`config.mk`:
```
export PLATFORM = sky130hd
export DESIGN_NAME = restoring_divider_8bit
export DESIGN_NICKNAME = d
export VERILOG_FILES = /design/src/rtl/restoring_divider_8bit.sv
export SDC_FILE = /design/constraint.sdc
export NUM_CORES = 1
export LEC_CHECK = 0
export ABC_AREA = 1
export CAP_MARGIN = 20
export CORE_UTILIZATION = 57
export CTS_CLUSTER_SIZE = 14
export DETAILED_ROUTE_END_ITERATION = 12
export GPL_ROUTABILITY_DRIVEN = 0
export PLACE_DENSITY = 0.92
export SYNTH_ARGS = -nofsm -noshare
export SYNTH_HDL_FRONTEND = slang
export SYNTH_SLANG_ARGS = --single-unit
```
`constraint.sdc`:
```
create_clock -name Clk -period 5.04 [get_ports Clk]
set_input_delay 0.504 -clock Clk [delete_from_list [all_inputs] [get_ports Clk]]
set_output_delay 0.504 -clock Clk [all_outputs]
set_load 0.005 [all_outputs]
```
`src/rtl/restoring_divider_8bit.sv`:
```
// Sequential unsigned restoring divider: one trial subtraction per clock,
// with the trial subtract built from 4-bit carry-lookahead groups.
module restoring_divider_8bit #(
  parameter int WIDTH = 8
) (
  input  logic             Clk,
  input  logic             Reset,
  input  logic             Run,
  input  logic [WIDTH-1:0] Dividend,
  input  logic [WIDTH-1:0] Divisor,
  output logic [WIDTH-1:0] Quotient,
  output logic [WIDTH-1:0] Remainder,
  output logic             Busy,
  output logic             Done,
  output logic             DivByZero
);

  localparam int GROUPS = WIDTH / 4;
  localparam int CNT_W  = $clog2(WIDTH);

  typedef enum logic [1:0] {
    IDLE = 2'd0,
    CALC = 2'd1,
    DONE = 2'd2
  } state_t;

  state_t state;
  state_t state_next;

  // Partial remainder stays below M after every restore, so WIDTH bits hold it;
  // only the shifted value S needs the extra top bit.
  logic [WIDTH-1:0] m;
  logic [WIDTH-1:0] q;
  logic [WIDTH-1:0] a;
  logic [CNT_W-1:0] count;

  logic [WIDTH:0]   s;
  logic [WIDTH-1:0] op_a;
  logic [WIDTH-1:0] op_b;
  logic [WIDTH-1:0] bit_p;
  logic [WIDTH-1:0] bit_g;
  logic [WIDTH:0]   carry;
  logic [WIDTH-1:0] diff;
  logic             no_borrow;
  logic             last_iter;
  logic [WIDTH-1:0] a_next;
  logic [WIDTH-1:0] q_next;

  assign s     = {a, q[WIDTH-1]};
  assign op_a  = s[WIDTH-1:0];
  assign op_b  = ~m;
  assign bit_p = op_a ^ op_b;
  assign bit_g = op_a & op_b;

  // Subtraction as A + ~M + 1: the +1 enters as the carry into group 0.
  assign carry[0] = 1'b1;

  for (genvar gi = 0; gi < GROUPS; gi++) begin : g_cla
    localparam int B = 4 * gi;
    logic p0, p1, p2, p3;
    logic g0, g1, g2, g3;
    logic cin;
    logic grp_p;
    logic grp_g;

    assign p0  = bit_p[B];
    assign p1  = bit_p[B+1];
    assign p2  = bit_p[B+2];
    assign p3  = bit_p[B+3];
    assign g0  = bit_g[B];
    assign g1  = bit_g[B+1];
    assign g2  = bit_g[B+2];
    assign g3  = bit_g[B+3];
    assign cin = carry[B];

    assign carry[B+1] = g0 | (p0 & cin);
    assign carry[B+2] = g1 | (p1 & g0) | (p1 & p0 & cin);
    assign carry[B+3] = g2 | (p2 & g1) | (p2 & p1 & g0) | (p2 & p1 & p0 & cin);

    assign grp_p = p3 & p2 & p1 & p0;
    assign grp_g = g3 | (p3 & g2) | (p3 & p2 & g1) | (p3 & p2 & p1 & g0);

    // Group carries ripple from one 4-bit block to the next.
    assign carry[B+4] = grp_g | (grp_p & cin);
  end

  assign diff = bit_p ^ carry[WIDTH-1:0];

  // Top bit of S against a zero top bit of M (inverted to 1): carry-out is S[W] | c.
  assign no_borrow = s[WIDTH] | carry[WIDTH];
  assign a_next    = no_borrow ? diff : s[WIDTH-1:0];
  assign q_next    = {q[WIDTH-2:0], no_borrow};
  assign last_iter = (count == CNT_W'(WIDTH - 1));

  // NOTE: sequential state uses non-blocking assignments so every register
  // samples pre-edge values regardless of statement order.
  always_ff @(posedge Clk) begin
    if (Reset) begin
      state <= IDLE;
    end else begin
      state <= state_next;
    end
  end

  // NOTE: every always_comb output gets a default first, so no path leaves a
  // value unassigned and no latch is inferred.
  always_comb begin
    state_next = state;
    unique case (state)
      IDLE: begin
        if (Run) begin
          state_next = (Divisor == '0) ? DONE : CALC;
        end
      end
      CALC: begin
        if (last_iter) begin
          state_next = DONE;
        end
      end
      DONE:    state_next = IDLE;
      default: state_next = IDLE;
    endcase
  end

  always_comb begin
    Busy = 1'b0;
    Done = 1'b0;
    unique case (state)
      CALC:    Busy = 1'b1;
      DONE:    Done = 1'b1;
      default: ;
    endcase
  end

  // NOTE: reset clears every datapath register too, so a discarded operation
  // leaves nothing behind and the outputs read zero right after reset.
  always_ff @(posedge Clk) begin
    if (Reset) begin
      m         <= '0;
      q         <= '0;
      a         <= '0;
      count     <= '0;
      Quotient  <= '0;
      Remainder <= '0;
      DivByZero <= 1'b0;
    end else begin
      unique case (state)
        IDLE: begin
          if (Run) begin
            m     <= Divisor;
            q     <= Dividend;
            a     <= '0;
            count <= '0;
            if (Divisor == '0) begin
              Quotient  <= '1;
              Remainder <= Dividend;
              DivByZero <= 1'b1;
            end
          end
        end
        CALC: begin
          a     <= a_next;
          q     <= q_next;
          count <= count + CNT_W'(1);
          if (last_iter) begin
            Quotient  <= q_next;
            Remainder <= a_next;
            DivByZero <= 1'b0;
          end
        end
        default: ;
      endcase
    end
  end

endmodule

```
==> results list <==
- The netlist uses 28 different library cells.
- Pint: 608.1 µW
* Insertion delay of the later-clocked pin in the worst-skew pair: 0.30 ns
- In this run the vertical extent of the chip is 65.97 µm.
- Most heavily used metal layer in global routing: met2
* Hold Vio Cnt, Final: 0
- Syn Nets: 353
- Vias in the first global route: 1981
- GR Util met1: 35.88%
- Of the total power, combinational logic draws 31.3%.
* Count of routing violations after the opening detailed-route iteration: 231
- Static timing analysis puts the maximum clock frequency at 332.9 MHz.
- Psw: 331.2 µW
- Area added between synthesis and finish: 18.94%
* Cell area after placement: 0.002684 mm²
* Layout filler cell count: 307
- Initial core utilization: 61.40%
* Congestion Overflow GR: 0
- The worst setup path is captured at an output port.
- Registers take 920.9 µm².
- Largest net degree at the start of global routing: 28
* Transition time at the pin with the least slew margin: 0.8279 ns
- Across the VDD grid, the largest voltage drop is 0.1859 mV.
* RSZ-0062 raised after global routing: false
- Level count of the clock H-tree: 2
* Post-synthesis adder-cell area fraction: 6.760%
- Setup slack at placement: 2.415 ns
- Total non-filler cell area in the finished layout: 0.002774 mm²
- Each instance of the synthesized netlist takes up on average 7.243 µm².
- CTS root buffer: clkbuf_8
* Number of cell rows: 22
* Post-CTS setup repair buffer count: 0
* Sequential area share after synthesis: 39.48%
- Crit Path Max Fanout: 24
- After technology mapping, the gate count stands at 322.
- Total negative slack for setup checks: 0 ns
* Register clock-pin slew on the reported worst setup and hold paths: 0.09 ns
- STA puts the critical path data arrival time at 2.50 ns.
- The library cells used most frequently in the layout, excluding fill and tap cells, are 75 x nand2_1, 47 x a21oi_1, 46 x dfxtp_1.
- Max-cap viol count: 0
* Type of the tightest min-delay check: reg -> reg
- TritonCTS built the clock tree.
- After synthesis, the share of cell area in mux cells is 0%.
- Area of the mapped netlist: 0.002332 mm²
* Critical Path Start Type: flip-flop
- The run finished with clean final reports.
- Type of the setup path with the least slack: reg -> out
- Total CTS buffers: 5
- After detailed routing, the average wire length per cell comes to 13.47 µm.
- Sequential fraction of design power: 44.4%
* Number of storage elements in the synthesis netlist: 46
* GRT Resource Usage Total: 27.67%
* Antenna Diode Count: 0
- The floorplan step defined a die boundary enclosing 0.004351 mm².
* Yosys warnings: 0
* Proportion of layout cells with a drive suffix above 1: 6.232%
* Count of clock tree sinks: 46
- After detailed routing, the number of remaining DRC violations is 0.
- Simple-gate area share of the yosys netlist: 21.83%
- The final-report max-slew violation count was 0.
- Estimated wirelength of the detail-placed design: 3.750 mm
* Initial DRT Pass Iterations: 4
* Clock power share: 24.3%
- Max Buffers Root-to-Sink: 2
* Final design utilization: 73.02%
* PD cells: 338.6 mW/mm²
- Summing the areas of all xor and xnor instances in the mapped netlist gives 1.127% of the synthesized area.
- Antenna violations before repair: 0
* Total wire length: 5.401 mm
- Of the total power, the share spent switching nets is 35.26%.
- Required time reported for the critical path endpoint: 4.54 ns
- PnR worst setup slack: 2.036 ns
- Between clock sinks in the finished design, the worst skew comes to 0.007928 ns.
- The first global-routing pass estimated 9.135 mm of wire.
* Core Area: 0.003799 mm²
- Fraction of met3 tracks used by global routing: 5.000%
- Time the final worst path needs with I/O delays and setup: 3.004 ns
- CTS hold repair buffers: 0
- Detailed routing inserted a total of 2238 vias.
- Largest family of logic cells by synthesized area: simple AND/OR/NAND/NOR gates
- The worst path uses 59.61% of the clock period.
- Resize count post-CTS: 0
* Net count, final: 383
- During placement, the flow inserted port buffers numbering 37.
- Standby leakage power: 0.001230 µW
* Die width: 65.97 µm
- Met2 track demand over resource in global routing: 45.66%
- The worst pin sits at a relative slew slack of 44.64%.
- Summing all multi-input logic gate instances after layout gives 0.001175 mm².
* Count of nets left with antenna violations after detail routing: 0
* Complex-gate fraction of the synthesized area: 20.65%
- Vias/cell: 5.581
- Most common library cell in the layout ignoring fill and taps: nand2_1
- Pin placement for this block handled 38 I/O pins.
- Setup violations remaining at the end of the flow were counted as 0.
[flip-flops by register name (all words and copies together), names as in the netlist]
name	cells
m	8
Quotient	8
DivByZero	1
Remainder	8
a	8
count	3
q	8
state	2
[final cells by class]
| cell class | count | area share (%) |
|---|---|---|
| multi-input combinational | 220 | 42.35 |
| sequential | 46 | 33.20 |
| timing repair buffer | 37 | 13.35 |
| inverter | 42 | 5.683 |
| clock buffer | 5 | 2.481 |
| tap | 48 | 2.165 |
| clock inverter | 3 | 0.7668 |
[cell usage after synthesis]
master / count / share of area, %
a21oi_2: 1 / 0.38
inv_2: 3 / 0.48
or2_2: 1 / 0.27
clkbuf_1: 6 / 0.97
a21oi_1: 47 / 10
dfxtp_1: 46 / 39
o21a_1: 1 / 0.32
xor2_1: 1 / 0.38
o21ai_2: 1 / 0.38
a221oi_1: 4 / 1.5
buf_4: 4 / 1.3
xnor2_1: 2 / 0.75
fa_1: 1 / 0.86
buf_6: 1 / 0.48
nand2_1: 75 / 12
buf_2: 3 / 0.64
nand3_4: 1 / 0.75
nand3_1: 11 / 2.4
inv_1: 39 / 6.3
nor2_2: 2 / 0.54
nor2_4: 2 / 0.97
ha_1: 11 / 5.9
nand4_1: 6 / 1.6
nor2_1: 17 / 2.7
a221oi_2: 1 / 0.64
nand2_2: 2 / 0.54
a31oi_1: 5 / 1.3
o21ai_0: 28 / 6.0
[power by group through the flow]
| stage | clock network (µW) | logic, µW | registers (µW) |
|---|---|---|---|
| after global placement | 0 | 276 | 423 |
| after CTS | 229 | 293 | 417 |
| after floorplan | 0 | 211 | 421 |
| after global routing | 244 | 331 | 420 |
| after detailed placement | 0 | 287 | 425 |
| final | 228 | 294 | 417 |
[critical path: stages, from the launching register on]
cell,delay (ns)
dfxtp_1,0.40
nand2_1,0.42
inv_1,0.73
clkdlybuf4s50_1,0.63
[logic make-up (layout without fill, tap and decap cells)]
logic type	after synthesis	after routing
XOR/XNOR	3	3
AO/OA/AOI/OAI	88	88
buffers and inverters	56	87
flip-flops	46	46
adder cells (fa/ha/maj)	12	12
AND/OR/NAND/NOR	117	117
[through the flow]
| stage | total power (µW) | hold WS [ns] | std cells |
|---|---|---|---|
| after floorplan | 631.6 | 0.4289 | 322 |
| after global placement | 699.2 | 0.4491 | 393 |
| after detailed placement | 712.0 | 0.4532 | 393 |
| after CTS | 938.1 | 0.4649 | 401 |
| after global routing | 995.3 | 0.4865 | 401 |
| final | 939.3 | 0.4610 | 401 |
[metal layers]
metal,vias up,wire length (µm)
li1,1124,-
met1,1035,2336
met2,67,2697
met3,12,275
met4,0,91
met5,-,0
[worst paths after layout]
check / depth (start not counted) / start / slack [ns] / end
worst max-delay path: 3 / state[0] / 2.04 / Busy
worst min-delay path: 2 / m[3] / 0.46 / m[3]
worst max register to register: 9 / state[0] / 2.77 / Remainder[7]
worst min register to register: 2 / m[3] / 0.46 / m[3]
No activity file was read; power rests on OpenSTA's default activity.
